==> config.mk <==
export PLATFORM = sky130hd
export DESIGN_NAME = serial_frame_controller
export DESIGN_NICKNAME = d
export VERILOG_FILES = /design/src/rtl/serial_frame_controller.sv
export SDC_FILE = /design/constraint.sdc
export NUM_CORES = 1
export LEC_CHECK = 0
export CORE_MARGIN = 5
export CORE_UTILIZATION = 67
export CTS_BUF_LIST = sky130_fd_sc_hd__clkbuf_4 sky130_fd_sc_hd__clkbuf_8
export CTS_CLUSTER_DIAMETER = 60
export DETAILED_ROUTE_END_ITERATION = 7
export DONT_BUFFER_PORTS = 1
export GPL_TIMING_DRIVEN = 0
export MAX_ROUTING_LAYER = met4
export PLACE_DENSITY = 0.84
export SYNTH_ARGS = -nofsm -noshare
export SYNTH_HDL_FRONTEND = slang
export SYNTH_SLANG_ARGS = --single-unit
==> constraint.sdc <==
create_clock -name clk -period 4 [get_ports clk]
set_input_delay 0.8 -clock clk [delete_from_list [all_inputs] [get_ports clk]]
set_output_delay 0.8 -clock clk [all_outputs]
set_load 0.005 [all_outputs]
==> src/rtl/serial_frame_controller.sv <==
// ---------------------------------------------------------------------------
// serial_frame_controller: preamble hunt, header capture, payload steering
// Rev 1.0
// ---------------------------------------------------------------------------
`default_nettype none

module serial_frame_controller #(
  parameter int NPORTS = 4,
  parameter int LEN_W  = 4
) (
  input  logic              clk,
  input  logic              rst,
  input  logic              clkEn,
  input  logic              serIn,
  output logic              serOut,
  output logic [NPORTS-1:0] chValid,
  output logic [1:0]        portAddr,
  output logic              busy,
  output logic              done
);

  localparam int CNT_W = (LEN_W > 2) ? $clog2(LEN_W) : 1;

  typedef enum logic [2:0] {
    S_IDLE, S_P1, S_P11, S_P110, S_ADDR, S_LEN, S_DATA, S_DONE
  } state_e;

  state_e             state_q, state_d;
  logic [1:0]         portAddr_q, portAddr_d;
  logic [LEN_W-1:0]   lenReg_q, lenReg_d;
  logic [LEN_W-1:0]   remCnt_q, remCnt_d;
  logic [CNT_W-1:0]   fldCnt_q, fldCnt_d;
  logic [LEN_W-1:0]   w_lenNext;

  assign w_lenNext = (lenReg_q << 1) | LEN_W'(serIn);

  always_comb begin
    state_d    = state_q;
    portAddr_d = portAddr_q;
    lenReg_d   = lenReg_q;
    remCnt_d   = remCnt_q;
    fldCnt_d   = fldCnt_q;
    if (clkEn) begin
      case (state_q)
        S_IDLE: state_d = serIn ? S_P1   : S_IDLE;
        S_P1:   state_d = serIn ? S_P11  : S_IDLE;
        S_P11:  state_d = serIn ? S_P11  : S_P110;
        S_P110: state_d = serIn ? S_ADDR : S_IDLE;
        S_ADDR: begin
          portAddr_d = (portAddr_q << 1) | 2'(serIn);
          if (fldCnt_q == CNT_W'(1)) begin
            fldCnt_d = '0;
            state_d  = S_LEN;
          end else begin
            fldCnt_d = fldCnt_q + CNT_W'(1);
          end
        end
        S_LEN: begin
          lenReg_d = w_lenNext;
          if (fldCnt_q == CNT_W'(LEN_W - 1)) begin
            fldCnt_d = '0;
            // A zero-length frame skips DATA entirely.
            if (w_lenNext == '0) begin
              state_d = S_DONE;
            end else begin
              remCnt_d = w_lenNext;
              state_d  = S_DATA;
            end
          end else begin
            fldCnt_d = fldCnt_q + CNT_W'(1);
          end
        end
        S_DATA: begin
          remCnt_d = remCnt_q - LEN_W'(1);
          if (remCnt_q == LEN_W'(1)) state_d = S_DONE;
        end
        S_DONE:  state_d = S_IDLE;
        default: state_d = S_IDLE;
      endcase
    end
  end

  always_ff @(posedge clk) begin
    if (rst) begin
      state_q    <= S_IDLE;
      portAddr_q <= '0;
      lenReg_q   <= '0;
      remCnt_q   <= '0;
      fldCnt_q   <= '0;
    end else begin
      state_q    <= state_d;
      portAddr_q <= portAddr_d;
      lenReg_q   <= lenReg_d;
      remCnt_q   <= remCnt_d;
      fldCnt_q   <= fldCnt_d;
    end
  end

  assign serOut   = (state_q == S_DATA) & serIn;
  assign chValid  = (state_q == S_DATA) ? (NPORTS'(1) << portAddr_q) : '0;
  assign portAddr = portAddr_q;
  assign busy     = (state_q == S_ADDR) || (state_q == S_LEN) ||
                    (state_q == S_DATA) || (state_q == S_DONE);
  assign done     = (state_q == S_DONE);

endmodule

`default_nettype wire
==> results.cfg <==
[status]
outcome = completed

[floorplanning]
die_x_um = 47.38
ios = 13
start_util_pct = 71.04
die_area_sq_um = 2244
core-area_sq_um = 1318
die_h_um = 47.38
core.rowCount = 13

[cts]
clock_latency_ns = 0.28
cts.repair.resized = 0
cts-buffers-inserted = 3
clockBufferDepth = 2
post-cts-setup-buffers = 0
h-tree-depth = 1
cts_root_buf = clkbuf_4
cts.sinks = 14
clk_pin_slew_ns = 0.08
cts_tree = yes
hold_buffers = 0

[route]
viasPerCell = 6.297
wirelength_um = 2131
vias = 869
drc = 0
drt_iter0_markers = 34
ant_nets = 0
wl_per_cell_um = 15.44
first_pass_iters = 4

[critical_path]
worstPathArrival_ns = 1.39
cp-start-kind = flop
path_max_fanout = 10
criticalPathCategory = reg2out
cp-end-kind = primary output
critical_path_required_ns = 3.20

[synthesis]
synth_top_family_by_area = simple AND/OR/NAND/NOR gates
synth_cell_types = 36
yosys_warnings = 0
synth_compound_area_share_pct = 16.84
synth_fa_ha_area_share_pct = 6.684
syn_inst = 120
yosys.area_share.simple_pct = 34.63
netlist_area_sq_um = 935.9
syn_area_per_cell_sq_um = 7.799
ys_seq_area_share_pct = 29.95
synthXorXnorAreaFrac_pct = 0.9358
synth_mux_area_share_pct = 3.209
syn_nets = 129
ys_seq_elements = 14

[pwr]
power_density_nw_per_um2 = 283.2
irDropWorstVdd_mv = 0.1745
leakagePower_nw = 0.3426
power_uw = 276.8

[placement]
dp.final_hpwl_um = 1546
gp_congestion = 0.8945
numPortBuffers = 0
placed_area_sq_um = 954.7

[final_layout]
final_nets = 134
fin_util_pct = 74.17
fillers = 107
diodes = 0
drive_gt1_share_pct = 8.130
synthToLayoutAreaGrowth_pct = 4.412
finalInstanceArea_sq_um = 977.2

[timing]
worstMarginPinSlew_ns = 0.4934
fin_crit_sh_pct = 54.87
fin_setup_tns_ns = 0
finalHoldViolCount = 0
slew_viol_final = 0
fin_hold_ws_ns = 0.5049
grt_setup_unrepaired = no
max_clock_freq_ghz = 0.4556
maxSlewHeadroom_pct = 66.59
fin_skew_ns = 0.001495
period_minus_slack_ns = 2.195
setup_viol = 0

[grt]
grt_pass1_wl_um = 3491
grt_pass1_vias = 808
grt-ovfl-total = 0
antenna_found_initial = 0
grt_start_max_net_pins = 11
grt_usage_pct = 22.71

[run]
max-cap-violations = 0

[min_path]
min_path_type = reg2reg
cells in the mapped netlist:
cell type | instances | area, sq um
clkbuf_1 | 5 | 18.77
and2b_1 | 1 | 7.510
and3_1 | 2 | 12.51
and2_1 | 1 | 6.260
nor2_1 | 10 | 37.54
buf_2 | 1 | 5.000
nand3_1 | 4 | 20.02
or4b_1 | 2 | 20.02
nor2b_1 | 1 | 6.260
a211oi_1 | 3 | 22.52
o311ai_1 | 1 | 8.760
inv_1 | 5 | 18.77
nand4_1 | 2 | 12.51
and4b_1 | 1 | 10.01
buf_6 | 2 | 22.52
nor4bb_1 | 1 | 10.01
nor3b_1 | 3 | 22.52
dfxtp_1 | 14 | 280.3
or4bb_1 | 1 | 11.26
mux2i_1 | 3 | 30.03
and3b_1 | 2 | 17.52
nand2_1 | 15 | 56.30
o21ai_0 | 5 | 25.02
a31oi_1 | 1 | 6.260
nand2b_1 | 3 | 18.77
xnor2_1 | 1 | 8.760
o32ai_1 | 2 | 17.52
or4_4 | 1 | 11.26
ha_1 | 5 | 62.56
or2_2 | 1 | 6.260
nand3b_1 | 3 | 22.52
o311ai_0 | 1 | 8.760
a21oi_1 | 12 | 60.06
nor3_1 | 3 | 15.01
buf_4 | 1 | 7.510
a21oi_2 | 1 | 8.760
worst max-delay path, stage by stage, from the launching register on:
cell,delay [ns]
dfxtp_1,0.35
clkbuf_1,0.22
nand3b_1,0.30
nor3_1,0.25
power by group:
part	total [mW]	leakage (nW)	internal [mW]	switching [mW]
clock	0.0821	0.0138	0.0350	0.0471
combinational	0.0457	0.215	0.0186	0.0271
sequential	0.149	0.114	0.144	0.00505
total	0.277	0.343	0.198	0.0792
through the flow:
| step | std cells | worst slack, ns |
|---|---|---|
| 4_1_cts | 138 | 1.809 |
| 3_5_place_dp | 135 | 2.116 |
| 5_1_grt | 138 | 1.680 |
| 6_report | 138 | 1.805 |
| 3_3_place_gp | 135 | 2.120 |
| 2_1_floorplan | 120 | 2.211 |
final timing paths:
path | start | to | slack (ns) | depth (start not counted)
setup / recovery | state_q[0] | chValid[0] | 1.81 | 3
hold / removal | remCnt_q[1] | remCnt_q[1] | 0.50 | 2
setup reg to reg | fldCnt_q[0] | state_q[0] | 2.23 | 5
hold reg to reg | remCnt_q[1] | remCnt_q[1] | 0.50 | 2
metal layers:
layer | global-route usage, % | wire length [um] | part of all wire, %
met1 | 27.79 | 966 | 45
met2 | 36.90 | 1027 | 48
met3 | 3.831 | 109 | 5.1
met4 | 8.287 | 28 | 1.3
met5 | - | 0 | 0
state kept, by name, summed over array words and instances (netlist names):
register  flops
lenReg_q      3
state_q       3
remCnt_q      4
portAddr      2
fldCnt_q      2
final cells by class:
type	count	area, sq um	area share, %
multi-input combinational	92	583.1	59.67
sequential	14	280.3	28.68
buffer	9	53.80	5.506
clock buffer	3	22.52	2.305
inverter	5	18.77	1.921
tap	15	18.77	1.921
logic make-up after synthesis:
| family | count (synthesis) |
|---|---|
| simple gates | 57 |
| mux | 3 |
| buf+inv | 14 |
| compound gates | 26 |
| flops | 14 |
| fa+ha+maj | 5 |
| xor+xnor | 1 |
cell usage in the layout (no fill, tap or decap), types with 2 or more instances in the layout:
master	instances
nand2_1	15
dfxtp_1	14
a21oi_1	12
nor2_1	10
inv_1	5
clkbuf_1	5
o21ai_0	5
ha_1	5
nand3_1	4
nand3b_1	3
nor3_1	3
nor3b_1	3
nand2b_1	3
mux2i_1	3
a211oi_1	3
clkbuf_4	3
buf_6	2
and3_1	2
and3b_1	2
o32ai_1	2
nand4_1	2
or4b_1	2
Power figures use the tool's default switching activity.
